`config.mk`:
```
export PLATFORM = sky130hd
export DESIGN_NAME = bch_wrapper_decode_feeder
export DESIGN_NICKNAME = d
export VERILOG_FILES = /design/src/rtl/bch_wrapper_decode_feeder.sv
export SDC_FILE = /design/constraint.sdc
export NUM_CORES = 1
export LEC_CHECK = 0
export ABC_AREA = 1
export CAP_MARGIN = 15
export CORE_MARGIN = 10
export CORE_UTILIZATION = 42
export CTS_BUF_LIST = sky130_fd_sc_hd__clkbuf_16
export DETAILED_ROUTE_END_ITERATION = 10
export DONT_BUFFER_PORTS = 1
export PLACE_DENSITY = 0.57
export SYNTH_ARGS = -nofsm -noshare
export SYNTH_HDL_FRONTEND = slang
export SYNTH_SLANG_ARGS = --single-unit
export TNS_END_PERCENT = 30
```
`constraint.sdc`:
```
create_clock -name I_clk -period 2 [get_ports I_clk]
set_clock_uncertainty 0.2 [all_clocks]
set_input_delay 0.2 -clock I_clk [delete_from_list [all_inputs] [get_ports I_clk]]
set_output_delay 0.2 -clock I_clk [all_outputs]
set_load 0.005 [all_outputs]
```
`src/rtl/bch_wrapper_decode_feeder.sv`:
```
// bch_wrapper_decode_feeder: assembles one BCH codeword for the decoder core.
// The block latches a received data word and fetches its ECC bits from
// memory. It then streams {data, ecc} MSB-first to the decoder as C_BITS-wide
// symbols.
//
// Ports:
//   I_clk, I_rst        clock and synchronous active-high reset
//   I_data, I_start     data word and start request (acts on a rising edge)
//   O_mem_raddr, O_ren  memory read port
//   I_mem_rdata         read data, valid the cycle after O_ren
//   I_dec_ready         decoder can accept a new codeword
//   O_dec_*             codeword symbol stream (start/first/last/valid/data)
//   O_busy, O_ready     busy level and one-cycle completion pulse
module bch_wrapper_decode_feeder #(
   parameter int C_DATA_BITS     = 16,
   parameter int C_ECC_BITS      = 10,
   parameter int C_BITS          = 1,
   parameter int C_I_MEMADDR     = 0,
   parameter int C_MEM_ADDR_SIZE = 10,
   parameter int C_MEM_DATA_SIZE = 8
) (
   input  logic                       I_clk,
   input  logic                       I_rst,
   input  logic [C_DATA_BITS-1:0]     I_data,
   input  logic                       I_start,
   output logic [C_MEM_ADDR_SIZE-1:0] O_mem_raddr,
   output logic                       O_ren,
   input  logic [C_MEM_DATA_SIZE-1:0] I_mem_rdata,
   input  logic                       I_dec_ready,
   output logic                       O_dec_start,
   output logic                       O_dec_first,
   output logic                       O_dec_last,
   output logic                       O_dec_valid,
   output logic [C_BITS-1:0]          O_dec_data,
   output logic                       O_busy,
   output logic                       O_ready
);
   localparam int D  = C_DATA_BITS;
   localparam int E  = C_ECC_BITS;
   localparam int M  = C_MEM_DATA_SIZE;
   localparam int A  = C_MEM_ADDR_SIZE;
   localparam int N  = (E + M - 1) / M;
   localparam int NM = N * M;
   localparam int W  = D + E;
   localparam int S  = W / C_BITS;
   localparam int NW = $clog2(N + 1);
   localparam int SW = $clog2(S + 1);
   localparam logic [A-1:0]  BASE   = A'(C_I_MEMADDR);
   localparam logic [NW-1:0] N_ALL  = NW'(N);
   localparam logic [NW-1:0] N_LAST = NW'(N - 1);
   localparam logic [SW-1:0] S_LAST = SW'(S - 1);

   typedef enum logic [2:0] {IDLE, FETCH, WAIT_DEC, STREAM, DONE} state_t;

   state_t          state;
   logic            start_hist;
   logic            rvalid;
   logic [D-1:0]    data_q;
   logic [NM-1:0]   ecc_buf;
   logic [W-1:0]    cw;
   logic [W-1:0]    sh;
   logic [NW-1:0]   rd_cnt;
   logic [NW-1:0]   cap_cnt;
   logic [SW-1:0]   cnt;
   logic            go;

   assign cw = {data_q, ecc_buf[E-1:0]};
   // The first symbol leaves in the same cycle the decoder reports ready.
   assign go = (state == WAIT_DEC) && I_dec_ready;

   assign O_dec_valid = go || (state == STREAM);
   assign O_dec_start = go;
   assign O_dec_first = go;
   assign O_dec_last  = O_dec_valid && (cnt == S_LAST);
   assign O_dec_data  = go ? cw[W-1 -: C_BITS] : (state == STREAM) ? sh[W-1 -: C_BITS] : '0;
   assign O_busy      = state != IDLE;
   assign O_ready     = state == DONE;

   always_ff @(posedge I_clk) begin
      if (I_rst) begin
         state       <= IDLE;
         // Held high so an I_start already high at reset release is not an edge.
         start_hist  <= 1'b1;
         rvalid      <= 1'b0;
         O_ren       <= 1'b0;
         O_mem_raddr <= BASE;
         data_q      <= '0;
         ecc_buf     <= '0;
         sh          <= '0;
         rd_cnt      <= '0;
         cap_cnt     <= '0;
         cnt         <= '0;
      end else begin
         start_hist <= I_start;
         rvalid     <= O_ren;
         case (state)
            IDLE: if (I_start && !start_hist) begin
               data_q      <= I_data;
               O_ren       <= 1'b1;
               O_mem_raddr <= BASE;
               rd_cnt      <= NW'(1);
               cap_cnt     <= '0;
               cnt         <= '0;
               state       <= FETCH;
            end
            FETCH: begin
               if (O_ren) begin
                  if (rd_cnt == N_ALL) O_ren <= 1'b0;
                  else begin
                     O_mem_raddr <= O_mem_raddr + 1'b1;
                     rd_cnt      <= rd_cnt + 1'b1;
                  end
               end
               // Words shift in from the top so word 0 ends at the LSBs.
               if (rvalid) begin
                  ecc_buf <= NM'({I_mem_rdata, ecc_buf} >> M);
                  cap_cnt <= cap_cnt + 1'b1;
                  if (cap_cnt == N_LAST) state <= WAIT_DEC;
               end
            end
            WAIT_DEC: if (I_dec_ready) begin
               sh    <= cw << C_BITS;
               cnt   <= SW'(1);
               state <= (S == 1) ? DONE : STREAM;
            end
            STREAM: begin
               sh  <= sh << C_BITS;
               cnt <= cnt + 1'b1;
               if (cnt == S_LAST) state <= DONE;
            end
            DONE:    state <= IDLE;
            default: state <= IDLE;
         endcase
      end
   end
endmodule

```
### Yosys cells after proc, flatten, opt, wreduce, memory -nomap -nowiden

Cells that the tools add are included.

* logic and storage cells: 75
* register bits after elaboration: 83
* input bits: 28

* eq/ne operators: 14
* reductions and logical operators: 18
* $add $sub $neg: 4
* mux-type cells: 28

Operators by type and width (count)
* one-hot mux 26 bit (2 select lines): 1
* two-way mux 10 bit: 3
* two-way mux 26 bit: 1
* one-hot mux 10 bit (2 select lines): 1
* two-way mux 3 bit: 5
* one-hot mux 5 bit (3 select lines): 1
* inequality test 2 bit (second input constant): 6
* one-hot mux 3 bit (4 select lines): 1
* adder 10 x 1 -> 10 bit (second input constant): 1
* two-way mux 2 bit: 5
* two-way mux 5 bit: 2
* one-hot mux 2 bit (2 select lines): 2
* AND reduction 2 bit: 4
* == test 3 x 2 -> 1 bit (second input constant): 2
* AND reduction 3 bit: 2
* nonzero test 3 bit: 2
* adder 5 x 1 -> 5 bit (second input constant): 1
* == test 5 bit (second input constant): 1
* two-way mux 1 bit: 5
* AND reduction 5 bit: 1
* adder 2 x 1 -> 2 bit (second input constant): 2
* AND reduction 4 bit: 1
* nonzero test 2 bit: 2
* == test 3 x 1 -> 1 bit (second input constant): 1
* 9 further kinds: 11

### Logic depth before layout (Yosys ltp)

Gate-level depths: netlist (run 1).

* word-level depth: 4
* gate-level depth with buffers: 9
* mapped depth without buffers: 9

### Least setup slack after synthesis (run 1)

No wires, ideal clock.

* path type: register to register
* start point: register state[1]
* end point: register data_q[10]
* slack: 0.492 ns
* stages on the path, launching flop included: 8
* arrival: 1.193 ns
* buffers on the path: 3
* required time: 1.684 ns
* cells stage by stage: dfxtp_1 > buf_4 > inv_1 > nand3_2 > buf_4 > buf_2 > o21ai_0 > nor2_1

* longest elaborated chain between the ends: 2

RTL lines
* from (decl): RTL line 55 `state_t state;`
* from (signal assigned): RTL line 124 `state <= (S == 1) ? DONE : STREAM;`
* logical NOT 3 bit: RTL line 96 `case (state)`
* AND reduction 2 bit (no source line)
* to (signal assigned): RTL line 98 `data_q <= I_data;`
* to (decl): RTL line 58 `logic [D-1:0] data_q;`

Every way passes these cells.
A chain may end at the register's enable or synchronous reset.

### Worst setup path in the final report (run 1)

* start point: register state[0]
* end point: output O_dec_data

* longest elaborated chain between the ends: 3
* elaborated cells between the ends (all ways): 5

RTL lines
* == test 3 x 2 -> 1 bit (on tied branches): RTL line 75, 69
* two-way mux 1 bit or logical AND 1 bit (tied branches): RTL line 75, 69
* two-way mux 1 bit *: RTL line 75 `assign O_dec_data = go ? cw[W-1 -: C_BITS] : (state == STREAM) ? sh[W-1 -: C_BITS] : '0;`
* to (decl): RTL line 34 `output logic [C_BITS-1:0] O_dec_data,`

Every way passes the cells marked *; elsewhere a longest branch is shown, timed or not.

==> results of run 1 <==
[how the worst min path moves through the flow]
stage / startpoint / endpoint / slack [ns] / cells past startpoint
finish: I_dec_ready / state[0]$_SDFFE_PP0P_ / 0.06 / 6
global route: I_start / state[0]$_SDFFE_PP0P_ / 0.14 / 6
CTS: I_dec_ready / state[0]$_SDFFE_PP0P_ / 0.07 / 6
detailed placement: I_rst / cnt[4]$_SDFFE_PP0P_ / 0.08 / 1
global placement: I_rst / cnt[4]$_SDFFE_PP0P_ / 0.07 / 1
floorplan: I_start / start_hist$_SDFF_PP1_ / 0.1 / 2
[layout by cell type, fill, tap and decap left out, drive strengths merged, types with 3 or more instances in the layout]
cell type / n
clkbuf: 9
inv: 33
nor3: 5
a31oi: 23
o21ai: 38
nand3: 36
bufinv: 3
or2: 3
nand2: 98
nand4: 3
buf: 12
a21oi: 13
ha: 5
dfxtp: 82
xor2: 3
dlygate4sd3: 26
nor2: 100
[Yosys cell counts (2+ instances only)]
| cell type | instances |
|---|---|
| sky130_fd_sc_hd__nor3_2 | 2 |
| sky130_fd_sc_hd__nor2_1 | 97 |
| sky130_fd_sc_hd__inv_2 | 4 |
| sky130_fd_sc_hd__o21ai_0 | 38 |
| sky130_fd_sc_hd__dfxtp_1 | 82 |
| sky130_fd_sc_hd__buf_1 | 2 |
| sky130_fd_sc_hd__inv_1 | 27 |
| sky130_fd_sc_hd__nand3b_1 | 2 |
| sky130_fd_sc_hd__xor2_1 | 3 |
| sky130_fd_sc_hd__ha_1 | 5 |
| sky130_fd_sc_hd__nor3_1 | 3 |
| sky130_fd_sc_hd__nor2_2 | 2 |
| sky130_fd_sc_hd__nand3_2 | 3 |
| sky130_fd_sc_hd__a31oi_1 | 23 |
| sky130_fd_sc_hd__clkbuf_1 | 8 |
| sky130_fd_sc_hd__nand4_1 | 3 |
| sky130_fd_sc_hd__buf_2 | 10 |
| sky130_fd_sc_hd__nand2_4 | 2 |
| sky130_fd_sc_hd__a21oi_1 | 13 |
| sky130_fd_sc_hd__nand3_1 | 33 |
| sky130_fd_sc_hd__or2_2 | 3 |
| sky130_fd_sc_hd__nand2_2 | 2 |
| sky130_fd_sc_hd__nand2_1 | 94 |
| sky130_fd_sc_hd__buf_4 | 4 |
[per-stage QoR]
stage          setup TNS, ns  worst slack, ns
2_1_floorplan              0           0.4916
3_3_place_gp               0           0.2532
3_5_place_dp               0           0.2095
4_1_cts                    0        0.0003477
5_1_grt              -0.1175         -0.04734
6_report                   0          0.06955
[cells by family after synthesis]
logic type	synth area share, %
AO/OA/AOI/OAI	12.56
XOR/XNOR	0.7536
adder cells (fa/ha/maj)	1.794
buffers and inverters	7.284
flip-flops	47.08
AND/OR/NAND/NOR	30.53
[layout make-up]
type / instances / share of cell area, %
clock inverter: 7 / 2.779
tap: 105 / 3.105
inverter: 33 / 2.986
multi-input combinational: 335 / 37.79
clock buffer: 9 / 5.322
timing repair buffer: 38 / 9.137
sequential: 82 / 38.88
[flip-flops by register name, summed over array words and instances (netlist names)]
name / count
start_hist: 1
sh: 25
cnt: 5
ecc_buf: 16
O_mem_raddr: 10
cap_cnt: 2
rd_cnt: 2
rvalid: 1
O_ren: 1
data_q: 16
state: 3
[per-layer routing]
layer	vias to the layer above	share of wire [%]	global-route usage, %
li1	1593	-	-
met1	1356	49	15.99
met2	53	46	21.31
met3	14	3.3	2.706
met4	0	1.8	5.570
met5	-	0	0
[power by group through the flow]
stage | logic, mW | registers, mW | clock network, mW
global route | 0.310 | 1.71 | 1.98
detailed placement | 0.212 | 1.74 | 0
finish | 0.273 | 1.71 | 1.88
global placement | 0.206 | 1.74 | 0
floorplan | 0.180 | 1.73 | 0
CTS | 0.272 | 1.70 | 1.91
[worst max-delay path, cell delays in order, from the launching register on]
cell                       delay (ns)
sky130_fd_sc_hd__dfxtp_2         0.36
sky130_fd_sc_hd__nor2_4          0.19
sky130_fd_sc_hd__nand3_1         0.16
sky130_fd_sc_hd__clkinv_2        0.19
sky130_fd_sc_hd__buf_12          0.16
sky130_fd_sc_hd__nand2_1         0.05
sky130_fd_sc_hd__nand2_1         0.08
[repair_timing]
action | CTS | global route
endpoints found under the setup margin | 4 | 5
hold buffers | 27 | 0
endpoints found under the hold margin | 69 | 0
resized for setup | 2 | 6
==> results.json, run 1 <==
{
  "grtUsageTotal_pct": 12.97,
  "largest_driver_fanout_on_the_critical_path": 16,
  "status": "finished clean",
  "postCtsSetupBuffers": 0,
  "cap_violations": 0,
  "netlist.area_leader.share_pct": 47.08,
  "drt_iter0_drc": 134,
  "share_comb_of_total_power_pct": 7.1,
  "place_congestion": 0.7767,
  "syn_area_per_cell_sq_um": 7.341,
  "die_width_um": 111.1,
  "grt_antenna_before_repair": 0,
  "yosys-top-cells-area": "sky130_fd_sc_hd__dfxtp_1, sky130_fd_sc_hd__nor2_1, sky130_fd_sc_hd__nand2_1",
  "grt_pass1_wl_mm": 13.79,
  "tightest_slew_ns": 0.3544,
  "multiInputGateArea_sq_um": 1599,
  "cp-start-kind": "flip-flop",
  "ys_seq_elements": 82,
  "worstHoldPathType": "primary input to flip-flop",
  "synth_warn": 0,
  "regToRegStartpoint": "state[0]$_SDFFE_PP0P_",
  "clock_sink_count": 82,
  "power.switching_mw": 0.8581,
  "synth_largest_area_cell": "sky130_fd_sc_hd__dfxtp_1",
  "filler_cell_count": 778,
  "power-per-cell-area_nw_per_um2": 911.8,
  "maximum_number_of_buffers_from_clock_root_to_sink": 2,
  "finalCritPeriodShare_pct": 96.52,
  "post-place-cells": 566,
  "clock_latency_ns": 0.33,
  "routed_vias": 3016,
  "route.detailed.wl_per_inst_um": 13.13,
  "shortest_clock_period_the_worst_path_allows_after_layout_ns": 1.930,
  "synthFlopType": "sky130_fd_sc_hd__dfxtp_1",
  "design_area_sq_um": 4232,
  "antenna_cells": 0,
  "mappedNetlistArea_sq_um": 3487,
  "htree_levels": 3,
  "final_stage_net_count": 532,
  "ys_seq_area_share_pct": 47.08,
  "vertical_die_dimension_um": 111.1,
  "slew-limit-headroom_pct": 76.31,
  "worstPathArrival_ns": 1.53,
  "worst_setup_path_endpoint": "O_dec_data",
  "cp.required_ns": 1.60,
  "async_reset_ff_share_pct": 0,
  "hpwl_mm": 5.258,
  "timing.reg2reg.worst_path_depth": 7,
  "syn2layout_area_growth_pct": 21.35,
  "clock_transition_at_the_registers_of_the_reported_paths_ns": 0.06,
  "setup_viol": 0,
  "power.switching_fraction_pct": 22.24,
  "viasPerCell": 4.952,
  "place_area_sq_um": 3585,
  "cts_buffers": 9,
  "grt_pass1_vias": 2938,
  "final.hold.worst_slack_ns": 0.06308,
  "post_synth_num_cell_types": 34,
  "largest_net_degree_at_the_start_of_global_routing": 38,
  "regArea_sq_um": 1645,
  "achievable-frequency_mhz": 518.0,
  "fin_util_pct": 52.02,
  "number_of_synthesized_flops_with_an_enable_pin": 0,
  "cts_tree": "done",
  "power.sequential.fraction_pct": 44.2,
  "ir_drop_v": 0.0004444,
  "globalRoute.totalOverflow": 0,
  "effective_utilization_at_floorplan_pct": 42.87,
  "endpoint_kind": "output pin",
  "reg2reg_slack_ns": 0.22,
  "setup.worst_path.class": "flip-flop to output pin",
  "clock-root-buffer": "sky130_fd_sc_hd__clkbuf_16",
  "placeableCoreArea_sq_um": 8134,
  "timing.final.hold_violations": 0,
  "finalMaxSlewViolations": 0,
  "layoutNonFillerInstCount": 609,
  "drcViolationCount": 0,
  "total_power_mw": 3.859,
  "clockPowerShare_pct": 48.7,
  "critPathLaunch": "state[0]$_SDFFE_PP0P_",
  "reg2reg_to": "O_mem_raddr[0]$_SDFFE_PP0P_",
  "rsz_0062_raised_after_global_routing": "true",
  "floorplan.rows": 33,
  "drive_gt1_share_pct": 10.12,
  "io_pins": 46,
  "postSynthCellCount": 475,
  "numPortBuffers": 0,
  "floorplan.die_area_sq_um": 12350,
  "power_report.internal_total_mw": 3.000,
  "ant_nets": 0,
  "postRouteWirelength_mm": 7.997,
  "net_count_of_the_mapped_netlist": 508,
  "static-leakage-power_nw": 1.590,
  "drt-pass1-iter-count": 4
}
(Power assumes the default switching activity.)
==> run 2, diff against run 1 <==
--- a/config.mk
+++ b/config.mk
@@ -12,6 +12,7 @@
 export CTS_BUF_LIST = sky130_fd_sc_hd__clkbuf_16
 export DETAILED_ROUTE_END_ITERATION = 10
 export DONT_BUFFER_PORTS = 1
+export GPL_TIMING_DRIVEN = 0
 export PLACE_DENSITY = 0.57
 export SYNTH_ARGS = -nofsm -noshare
 export SYNTH_HDL_FRONTEND = slang
==> constraint.sdc (replaced) <==
create_clock -name I_clk -period 2.3 [get_ports I_clk]
set_clock_uncertainty 0.2 [all_clocks]
set_input_delay 0.23 -clock I_clk [delete_from_list [all_inputs] [get_ports I_clk]]
set_output_delay 0.23 -clock I_clk [all_outputs]
set_load 0.005 [all_outputs]
==> run 2 against run 1 <==
  * Sequential power is 13% lower
  * Combinational power fell by 14%
  * Clock power is 20% lower
  * Highest routed layer unchanged
  * Power fell by 17%
  * First-iteration DRC count rose by 40%
  * Hold slack better by 0.030 ns
  * Sequential share of layout area up 0.38 points
  * Die area stayed put
  * Critical path type unchanged
  * Routed wire length is 5.4% higher
  * Global-route usage grew 0.80 points
  * Largest cell class unchanged
  * Cell count up 2.0%
==> results.json, run 2 (synthesis gave the netlist of run 1 again) <==
{
  "placeableCoreArea_sq_um": 8134,
  "vertical_die_dimension_um": 111.1,
  "tightest_slew_ns": 0.5605,
  "metal2_wl_mm": 3.932,
  "ant_nets": 0,
  "pre_cts_slack_ns": 0.4586,
  "grt_pass1_wl_mm": 14.41,
  "syn2layout_area_growth_pct": 19.91,
  "drt-pass1-iter-count": 4,
  "ir_drop_v": 0.0005261,
  "final.setup.worst_slack_ns": 0.1528,
  "mostFrequentLayoutCells": "sky130_fd_sc_hd__nor2_1, sky130_fd_sc_hd__nand2_1, sky130_fd_sc_hd__dfxtp_1",
  "drt_iter0_drc": 188,
  "final.hold.worst_slack_ns": 0.09328,
  "achievable-frequency_mhz": 465.7,
  "setup.worst_path.class": "flip-flop to output pin",
  "top_regs": "sh (25), data_q (16), ecc_buf (16)",
  "floorplan.rows": 33,
  "place_congestion": 0.7756,
  "htree_levels": 3,
  "largest_net_degree_at_the_start_of_global_routing": 14,
  "final_stage_net_count": 544,
  "endpoint_kind": "output pin",
  "grt_antenna_before_repair": 0,
  "drcViolationCount": 0,
  "grtUsageTotal_pct": 13.77,
  "final_common_cell": "sky130_fd_sc_hd__nor2_1",
  "timing.setup.tns_ns": 0,
  "postRouteWirelength_mm": 8.432,
  "cp.required_ns": 1.87,
  "routed_vias": 3091,
  "finalCritPeriodShare_pct": 93.36,
  "cp-start-kind": "flip-flop",
  "static-leakage-power_nw": 1.579,
  "number_of_flip_flops_in_the_largest_register": 25,
  "route.detailed.wl_per_inst_um": 13.58,
  "antenna_cells": 0,
  "maximum_number_of_buffers_from_clock_root_to_sink": 2,
  "drive_gt1_share_pct": 9.690,
  "clock-root-buffer": "sky130_fd_sc_hd__clkbuf_16",
  "cts_tree": "done",
  "clock_latency_ns": 0.33,
  "finalMaxSlewViolations": 0,
  "postCtsSetupBuffers": 0,
  "status": "finished clean",
  "filler_cell_count": 795,
  "grt_pass1_vias": 2916,
  "floorplan.die_area_sq_um": 12350,
  "largest_driver_fanout_on_the_critical_path": 10,
  "shortest_clock_period_the_worst_path_allows_after_layout_ns": 2.147,
  "hpwl_mm": 5.923,
  "numPortBuffers": 0,
  "max_flop_register": "sh",
  "viasPerCell": 4.977,
  "timing.final.hold_violations": 0,
  "die_width_um": 111.1,
  "met1_length_mm": 4.059,
  "clock_transition_at_the_registers_of_the_reported_paths_ns": 0.06,
  "io_pins": 46,
  "top_layer_used": "met4",
  "clock_sink_count": 82,
  "power-per-cell-area_nw_per_um2": 769.9,
  "cts_buffers": 9,
  "setup_viol": 0,
  "cap_violations": 0,
  "met3RoutedLength_um": 400,
  "effective_utilization_at_floorplan_pct": 42.87,
  "slew-limit-headroom_pct": 62.63,
  "globalRoute.totalOverflow": 0,
  "rsz_0062_raised_after_global_routing": "false",
  "worstHoldPathType": "primary input to flip-flop",
  "worstPathArrival_ns": 1.72
}
## run 2: metrics by stage
stage / instance area (sq um) / power, mW / utilization [%] / std cells
final: 4182 / 3.219 / 51.41 / 621
after global routing: 4182 / 3.340 / 51.41 / 621
after CTS: 4179 / 3.255 / 51.38 / 621
after global placement: 3618 / 1.710 / 44.49 / 580
after detailed placement: 3618 / 1.715 / 44.49 / 580
after floorplan: 3487 / 1.661 / - / 475
## run 2: per-layer routing
layer	vias up	global-route usage [%]
met3	4	4.924
met1	1424	17.06
li1	1615	-
met2	48	22.05
met4	0	3.685
met5	-	0
## run 2: worst max-delay path, cell delays in order (launching register included)
cell and delay [ns]:
sky130_fd_sc_hd__dfxtp_1 0.37, sky130_fd_sc_hd__nor2_4 0.21, sky130_fd_sc_hd__nand3_1 0.16, sky130_fd_sc_hd__buf_4 0.21
sky130_fd_sc_hd__buf_2 0.19, sky130_fd_sc_hd__a21oi_1 0.23
## run 2: cell type report
class	count	area [sq um]	area share [%]
repair buffers	25	250.2	5.984
clock inverters	7	85.08	2.035
plain buffers	25	131.4	3.142
multi-input cells	335	1592	38.06
well taps	105	131.4	3.142
flip-flops and latches	82	1642	39.26
clock buffers	9	225.2	5.386
inverters	33	125.1	2.992
## run 2: timing repair
action,CTS,global route
endpoints found under the setup margin,0,2
hold buffers,25,0
resized for setup,0,2
hold endpoints to repair,25,0
## run 2: where the power goes
group / switching [mW] / internal [mW]
sequential: 0.0252 / 1.45
clock: 0.564 / 0.939
combinational: 0.147 / 0.0889
## run 2: worst paths after layout
| kind | from | to | slack, ns | depth (start not counted) |
|---|---|---|---|---|
| worst max register to register | state[1]$_SDFFE_PP0P_ | data_q[13]$_SDFFE_PP0P_ | 0.53 | 7 |
| worst min-delay path | I_dec_ready | state[0]$_SDFFE_PP0P_ | 0.09 | 6 |
| worst max-delay path | state[0]$_SDFFE_PP0P_ | O_dec_last | 0.15 | 5 |
| worst min register to register | rd_cnt[1]$_SDFFE_PP0P_ | rd_cnt[1]$_SDFFE_PP0P_ | 0.27 | 2 |
